--- src/rtl/copro_host_if.sv ---
// Request/response port between the bus adapter and copro_host, and the
// start/ready/push/pop port between copro_host and the multiply coprocessor.

interface copro_req_if;
  logic        req_vld;
  logic        req_rdy;
  logic [31:0] req_a;
  logic [31:0] req_b;
  logic        rsp_vld;
  logic        rsp_rdy;
  logic [63:0] rsp_prod;
  logic        rsp_err;

  modport master (
    output req_vld, req_a, req_b, rsp_rdy,
    input  req_rdy, rsp_vld, rsp_prod, rsp_err
  );

  modport slave (
    input  req_vld, req_a, req_b, rsp_rdy,
    output req_rdy, rsp_vld, rsp_prod, rsp_err
  );
endinterface

interface copro_bus_if;
  logic        start;
  logic        ready;
  logic        dpsh;
  logic        dpop;
  logic [31:0] dinp;
  logic [31:0] dout;

  modport master (
    output start, dpsh, dpop, dinp,
    input  ready, dout
  );

  modport slave (
    input  start, dpsh, dpop, dinp,
    output ready, dout
  );
endinterface

--- src/rtl/copro_host.sv ---
// Host-side initiator for the multiply coprocessor: pushes A and B, starts it,
// waits for a fresh ready edge, pops hi/lo and returns the 64-bit product.

module copro_host #(
  parameter int GAP_CYC = 1,
  parameter int POP_LAT = 1,
  parameter int TMO_CYC = 1023
) (
  input  logic       ck,
  input  logic       rs,
  copro_req_if.slave req,
  copro_bus_if.master bus
);

  localparam int TW = $clog2(TMO_CYC + 1);
  localparam int GW = $clog2(GAP_CYC + 1);

  typedef enum logic [3:0] {
    S_IDLE, S_PSH_A, S_PSH_B, S_GAP, S_STRT, S_WAIT, S_POP, S_CAPT, S_RESP
  } state_t;

  state_t        state_q, state_d;
  logic          req_rdy_q, req_rdy_d;
  logic          start_q, start_d;
  logic          dpsh_q, dpsh_d;
  logic          dpop_q, dpop_d;
  logic [31:0]   dinp_q, dinp_d;
  logic          rsp_vld_q, rsp_vld_d;
  logic          rsp_err_q, rsp_err_d;
  logic [63:0]   rsp_prod_q, rsp_prod_d;
  logic [31:0]   op_b_q, op_b_d;
  logic [31:0]   hi_q, hi_d;
  logic [GW-1:0] gap_q, gap_d;
  logic [TW-1:0] tmr_q, tmr_d;
  logic          wsel_q, wsel_d;
  logic          pop2_q, pop2_d;
  logic          ready_q;
  logic [POP_LAT-1:0] pop_sr_q;
  logic          sample;

  // A popped word is on dout exactly POP_LAT cycles after its dpop cycle.
  assign sample = pop_sr_q[POP_LAT-1];

  assign req.req_rdy  = req_rdy_q;
  assign req.rsp_vld  = rsp_vld_q;
  assign req.rsp_err  = rsp_err_q;
  assign req.rsp_prod = rsp_prod_q;
  assign bus.start    = start_q;
  assign bus.dpsh     = dpsh_q;
  assign bus.dpop     = dpop_q;
  assign bus.dinp     = dinp_q;

  always_ff @(posedge ck or posedge rs) begin
    if (rs) begin
      state_q    <= S_IDLE;
      req_rdy_q  <= 1'b1;
      start_q    <= 1'b0;
      dpsh_q     <= 1'b0;
      dpop_q     <= 1'b0;
      dinp_q     <= '0;
      rsp_vld_q  <= 1'b0;
      rsp_err_q  <= 1'b0;
      rsp_prod_q <= '0;
      op_b_q     <= '0;
      hi_q       <= '0;
      gap_q      <= '0;
      tmr_q      <= '0;
      wsel_q     <= 1'b0;
      pop2_q     <= 1'b0;
      ready_q    <= 1'b0;
      pop_sr_q   <= '0;
    end else begin
      state_q    <= state_d;
      req_rdy_q  <= req_rdy_d;
      start_q    <= start_d;
      dpsh_q     <= dpsh_d;
      dpop_q     <= dpop_d;
      dinp_q     <= dinp_d;
      rsp_vld_q  <= rsp_vld_d;
      rsp_err_q  <= rsp_err_d;
      rsp_prod_q <= rsp_prod_d;
      op_b_q     <= op_b_d;
      hi_q       <= hi_d;
      gap_q      <= gap_d;
      tmr_q      <= tmr_d;
      wsel_q     <= wsel_d;
      pop2_q     <= pop2_d;
      ready_q    <= bus.ready;
      pop_sr_q[0] <= dpop_q;
      for (int i = 1; i < POP_LAT; i++) begin
        pop_sr_q[i] <= pop_sr_q[i-1];
      end
    end
  end

  // Next-state logic also computes next values of every registered output,
  // so the coprocessor and requester only ever see flop outputs.
  always_comb begin
    state_d    = state_q;
    req_rdy_d  = 1'b0;
    start_d    = 1'b0;
    dpsh_d     = 1'b0;
    dpop_d     = 1'b0;
    dinp_d     = '0;
    rsp_vld_d  = rsp_vld_q;
    rsp_err_d  = rsp_err_q;
    rsp_prod_d = rsp_prod_q;
    op_b_d     = op_b_q;
    hi_d       = hi_q;
    gap_d      = gap_q;
    tmr_d      = tmr_q;
    wsel_d     = wsel_q;
    pop2_d     = pop2_q;

    if (sample && !wsel_q) begin
      hi_d   = bus.dout;
      wsel_d = 1'b1;
    end

    case (state_q)
      S_IDLE: begin
        req_rdy_d = 1'b1;
        if (req.req_vld) begin
          op_b_d    = req.req_b;
          dinp_d    = req.req_a;
          dpsh_d    = 1'b1;
          wsel_d    = 1'b0;
          req_rdy_d = 1'b0;
          state_d   = S_PSH_A;
        end
      end
      S_PSH_A: begin
        dpsh_d  = 1'b1;
        dinp_d  = op_b_q;
        state_d = S_PSH_B;
      end
      S_PSH_B: begin
        gap_d   = '0;
        state_d = S_GAP;
      end
      S_GAP: begin
        if (gap_q == GW'(GAP_CYC - 1)) begin
          start_d = 1'b1;
          tmr_d   = '0;
          state_d = S_STRT;
        end else begin
          gap_d = gap_q + GW'(1);
        end
      end
      S_STRT: begin
        tmr_d   = '0;
        state_d = S_WAIT;
      end
      // Only a low->high transition counts; a level left over from an
      // earlier job must not be mistaken for completion.
      S_WAIT: begin
        if (bus.ready && !ready_q) begin
          dpop_d  = 1'b1;
          pop2_d  = 1'b0;
          state_d = S_POP;
        end else if (tmr_q == TW'(TMO_CYC - 1)) begin
          rsp_vld_d  = 1'b1;
          rsp_err_d  = 1'b1;
          rsp_prod_d = '0;
          state_d    = S_RESP;
        end else begin
          tmr_d = tmr_q + TW'(1);
        end
      end
      S_POP: begin
        if (!pop2_q) begin
          dpop_d = 1'b1;
          pop2_d = 1'b1;
        end else begin
          state_d = S_CAPT;
        end
      end
      S_CAPT: begin
        if (sample && wsel_q) begin
          rsp_prod_d = {hi_q, bus.dout};
          rsp_vld_d  = 1'b1;
          rsp_err_d  = 1'b0;
          state_d    = S_RESP;
        end
      end
      S_RESP: begin
        if (req.rsp_rdy) begin
          rsp_vld_d = 1'b0;
          rsp_err_d = 1'b0;
          req_rdy_d = 1'b1;
          state_d   = S_IDLE;
        end
      end
      default: begin
        state_d = S_IDLE;
      end
    endcase
  end

endmodule
--- src/flat_wrapper.sv ---
// flat-port wrapper written by rule: the top's interface ports become plain ports
module copro_host_flat 
#(
  parameter int GAP_CYC = 1,
  parameter int POP_LAT = 1,
  parameter int TMO_CYC = 1023
)
  (ck, rs, req_req_vld, req_req_a, req_req_b, req_rsp_rdy, req_req_rdy, req_rsp_vld, req_rsp_prod, req_rsp_err, bus_start, bus_dpsh, bus_dpop, bus_dinp, bus_ready, bus_dout);
  copro_req_if req_i ();
  copro_bus_if bus_i ();
  input  logic ck;
  input  logic rs;
  input wire logic [$bits(req_i.req_vld)-1:0] req_req_vld;
  input wire logic [$bits(req_i.req_a)-1:0] req_req_a;
  input wire logic [$bits(req_i.req_b)-1:0] req_req_b;
  input wire logic [$bits(req_i.rsp_rdy)-1:0] req_rsp_rdy;
  output wire logic [$bits(req_i.req_rdy)-1:0] req_req_rdy;
  output wire logic [$bits(req_i.rsp_vld)-1:0] req_rsp_vld;
  output wire logic [$bits(req_i.rsp_prod)-1:0] req_rsp_prod;
  output wire logic [$bits(req_i.rsp_err)-1:0] req_rsp_err;
  output wire logic [$bits(bus_i.start)-1:0] bus_start;
  output wire logic [$bits(bus_i.dpsh)-1:0] bus_dpsh;
  output wire logic [$bits(bus_i.dpop)-1:0] bus_dpop;
  output wire logic [$bits(bus_i.dinp)-1:0] bus_dinp;
  input wire logic [$bits(bus_i.ready)-1:0] bus_ready;
  input wire logic [$bits(bus_i.dout)-1:0] bus_dout;
  assign req_i.req_vld = req_req_vld;
  assign req_i.req_a = req_req_a;
  assign req_i.req_b = req_req_b;
  assign req_i.rsp_rdy = req_rsp_rdy;
  assign req_req_rdy = req_i.req_rdy;
  assign req_rsp_vld = req_i.rsp_vld;
  assign req_rsp_prod = req_i.rsp_prod;
  assign req_rsp_err = req_i.rsp_err;
  assign bus_start = bus_i.start;
  assign bus_dpsh = bus_i.dpsh;
  assign bus_dpop = bus_i.dpop;
  assign bus_dinp = bus_i.dinp;
  assign bus_i.ready = bus_ready;
  assign bus_i.dout = bus_dout;
  copro_host #(.GAP_CYC(GAP_CYC), .POP_LAT(POP_LAT), .TMO_CYC(TMO_CYC)) u_core (.ck(ck), .rs(rs), .req(req_i), .bus(bus_i));
endmodule
--- config.mk ---
export PLATFORM = sky130hd
export DESIGN_NAME = copro_host_flat
export DESIGN_NICKNAME = d
export VERILOG_FILES = /design/src/rtl/copro_host_if.sv /design/src/rtl/copro_host.sv /design/src/flat_wrapper.sv
export SDC_FILE = /design/constraint.sdc
export NUM_CORES = 1
export LEC_CHECK = 0
export CAP_MARGIN = 10
export CELL_PAD_IN_SITES_DETAIL_PLACEMENT = 0
export CELL_PAD_IN_SITES_GLOBAL_PLACEMENT = 1
export CORE_MARGIN = 2
export CORE_UTILIZATION = 41
export CTS_BUF_LIST = sky130_fd_sc_hd__clkbuf_16
export CTS_CLUSTER_DIAMETER = 80
export CTS_CLUSTER_SIZE = 16
export DETAILED_ROUTE_END_ITERATION = 8
export PLACE_DENSITY = 0.93
export SLEW_MARGIN = 20
export SYNTH_ARGS = -nofsm -noshare
export SYNTH_HDL_FRONTEND = slang
export SYNTH_SLANG_ARGS = --single-unit
--- constraint.sdc ---
create_clock -name ck -period 13.5 [get_ports ck]
set_clock_uncertainty 0.05 [all_clocks]
set_input_delay 1.35 -clock ck [delete_from_list [all_inputs] [get_ports ck]]
set_output_delay 1.35 -clock ck [all_outputs]
set_load 0.03 [all_outputs]
==> impl_metrics.py <==
metrics = {
    "outcome": {
        "status": "finished clean",
    },
    "drt": {
        "viasPerCell": 4.98,
        "wirelength_um": 17900,
        "drtPass1Iterations": 4,
        "num_vias": 5368,
        "drtIter0Drc": 285,
        "final_antenna_net_count": 0,
        "drcViolationCount": 0,
        "wl_per_cell_um": 16.6,
    },
    "finish": {
        "final_nets": 934,
        "area_growth_pct": 35.5,
        "design_area_um2": 10600,
        "multi_input_area_um2": 2720,
        "num_antenna_cells": 0,
        "drive_gt1_share_pct": 10.1,
        "ff_latch_area_um2": 4610,
        "fillers": 1565,
    },
    "global_route": {
        "busiest_layer": "met2",
        "grt_max_degree": 70,
        "grtUsageMet3_pct": 6.68,
        "grt_pass1_vias": 5599,
        "grt_usage_pct": 18.5,
        "antenna_found_initial": 0,
        "met1_usage_pct": 23.9,
        "grt_pass1_wl_um": 29100,
        "grt-ovfl-total": 0,
        "met2_usage_pct": 29.5,
    },
    "floorplanning": {
        "pin_count": 203,
        "dieHeight_um": 142,
        "coreArea_um2": 18700,
        "std_cell_rows": 50,
        "initial_core_util_pct": 41.7,
        "die-area_um2": 20100,
        "die_w_um": 142,
    },
    "clocking": {
        "clk_pin_slew_worst_paths_ps": 70,
        "post_cts_buffers": 0,
        "cts_sinks": 184,
        "h-tree-depth": 4,
        "cts_root_buffer": "clkbuf_16",
        "postCtsHoldBufs": 0,
        "clock_path_buffers": 2,
        "cts_tree": "built",
        "clk_latency_ps": 430,
        "numCtsBuffers": 17,
        "ctsResizeCount": 0,
    },
    "sta": {
        "fin_hold_ws_ps": 338,
        "fin_crit_ps": 3750,
        "drv_slew": 0,
        "maxSlewHeadroom_pct": 30.2,
        "tightest_slew_ps": 1040,
        "rsz0062_at_grt": "false",
        "setup_viol": 0,
        "max_freq_ghz": 0.266,
        "finalHoldViolCount": 0,
        "min_period_over_period_pct": 27.8,
        "fin_tns_setup_ps": 0,
    },
    "power_and_ir_drop": {
        "powerDensity_nw_per_um2": 213,
        "power_mw": 2.25,
        "power.leakage_nw": 4.53,
        "ir_worst_vdd_mv": 0.103,
    },
    "placed_design": {
        "gp_congestion": 0.764,
        "placed_area_um2": 9960,
        "dp.final_hpwl_um": 11700,
        "numPortBuffers": 202,
    },
    "synthesis": {
        "ys_ff_latch": 184,
        "yosysSeqAreaShare_pct": 59.1,
        "synth_adder_area_share_pct": 0.321,
        "yosys.area_share.simple_pct": 8.71,
        "synth-edff-count": 0,
        "syn-cell-area_um2": 7800,
        "synth_xor_area_share_pct": 0,
        "synthMuxAreaShare_pct": 19.0,
        "syn_nets": 744,
        "yosys_warnings": 0,
        "ys_types": 51,
        "synth_top_family_by_area": "multiplexers",
        "netlist_instances": 641,
        "syn_area_per_cell_um2": 12.2,
        "async_flop_share_pct": 100,
        "synth-compound-area-share_pct": 6.59,
        "yosys_most_used_dff": "dfrtp_1",
    },
    "setup_path": {
        "rr_worst_depth": 6,
        "r2r-start": "u_core.state_q[0]$_DFFE_PP0P_",
        "timing.rr.end": "u_core.req.rsp_prod[59]$_DFFE_PP0P_",
        "cp-end-kind": "flip-flop",
        "critPathLaunchType": "input port",
        "required_ps": 13790,
        "crit_arrival_ps": 4050,
        "critical_path_class": "input port to flip-flop",
        "crit_fanout": 44,
        "worst-r2r-setup-slack_ps": 10250,
    },
    "worst_hold_path": {
        "holdPathStages": 0,
        "hp-start": "u_core.bus.dpop$_DFF_PP0_",
        "hold_end": "u_core.pop_sr_q$_DFF_PP0_",
        "hold_path_class": "flip-flop to flip-flop",
    },
    "flow_run": {
        "maxCapViolCount": 0,
    },
}
[cells in the mapped netlist (8+ instances only)]
cell,instances,share of area [%]
dfrtp_1,183,59
nand2_1,73,3.5
inv_1,70,3.4
mux2i_1,64,8.2
nor2_1,40,1.9
a22oi_1,31,3.0
mux2_4,29,5.6
mux2_1,28,4.0
clkbuf_1,13,0.63
buf_2,12,0.77
a21oi_1,9,0.58
buf_6,9,1.3
mux2_2,8,1.2
[report_power, final]
part | leakage, nW | switching (mW) | internal, mW | total (mW)
sequential | 2.29 | 0.114 | 0.750 | 0.864
combinational | 1.96 | 0.475 | 0.398 | 0.872
clock | 0.285 | 0.233 | 0.281 | 0.513
[state kept, by name, summed over array words and instances, names as in the netlist, 4 cells and up]
signal and cells:
u_core.state_q 4, u_core.tmr_q 10, u_core.hi_q 32, u_core.req.rsp_prod 64
u_core.bus.dinp 32, u_core.op_b_q 32
[logic make-up (layout without fill, tap and decap cells)]
kind of cell	Yosys count	after routing
AOI/OAI and AO/OA	69	69
adders and majority gates	2	2
muxes	129	129
DFF	184	184
buffers and inverters	108	311
and+or+nand+nor	149	149
[cell type report]
class                           count  area share [%]
Clock buffer                       17            4.03
Clock inverter                     15            1.69
Inverter                           70            2.53
Multi-Input combinational cell    349            25.8
Sequential cell                   184            43.6
Tap cell                          234            2.77
Timing Repair Buffer              209            19.6
[through the flow]
| step | utilization [%] | worst slack [ps] | std cells |
|---|---|---|---|
| finish | 56.5 | 9750 | 1078 |
| detailed placement | 53.3 | 9270 | 1046 |
| global placement | 53.3 | 9390 | 1046 |
| global route | 56.5 | 9520 | 1078 |
| CTS | 56.5 | 9720 | 1078 |
| floorplan | - | 7100 | 641 |
[cell usage in the layout, fill, tap and decap left out, types with 9 or more instances in the layout]
cell	n
a21oi_1	9
a22oi_1	31
clkbuf_16	17
clkdlybuf4s50_1	202
dfrtp_1	183
inv_1	69
mux2_1	28
mux2_4	29
mux2i_1	64
nand2_1	73
nor2_1	40
[critical path: stages]
cell and delay (ps):
clkdlybuf4s50_1 440, nand2b_1 260, nand2_1 180, o22ai_4 760
buf_4 740, mux2i_1 260
[how the worst max path moves through the flow]
stage	from	end	cells after the start
5_1_grt	bus_ready	u_core.req.rsp_prod[18]$_DFFE_PP0P_	6
3_5_place_dp	bus_ready	u_core.req.rsp_prod[54]$_DFFE_PP0P_	6
3_3_place_gp	bus_ready	u_core.req.rsp_prod[22]$_DFFE_PP0P_	6
2_1_floorplan	rs	u_core.bus.dinp[0]$_DFF_PP0_	1
4_1_cts	bus_ready	u_core.req.rsp_prod[59]$_DFFE_PP0P_	6
6_report	bus_ready	u_core.req.rsp_prod[59]$_DFFE_PP0P_	6
[layer usage]
layer,up-vias,routed length [um]
li1,2533,-
met1,2641,7780
met2,172,8460
met3,22,1390
met4,0,290
met5,-,0
No activity file was read; power rests on OpenSTA's default activity.
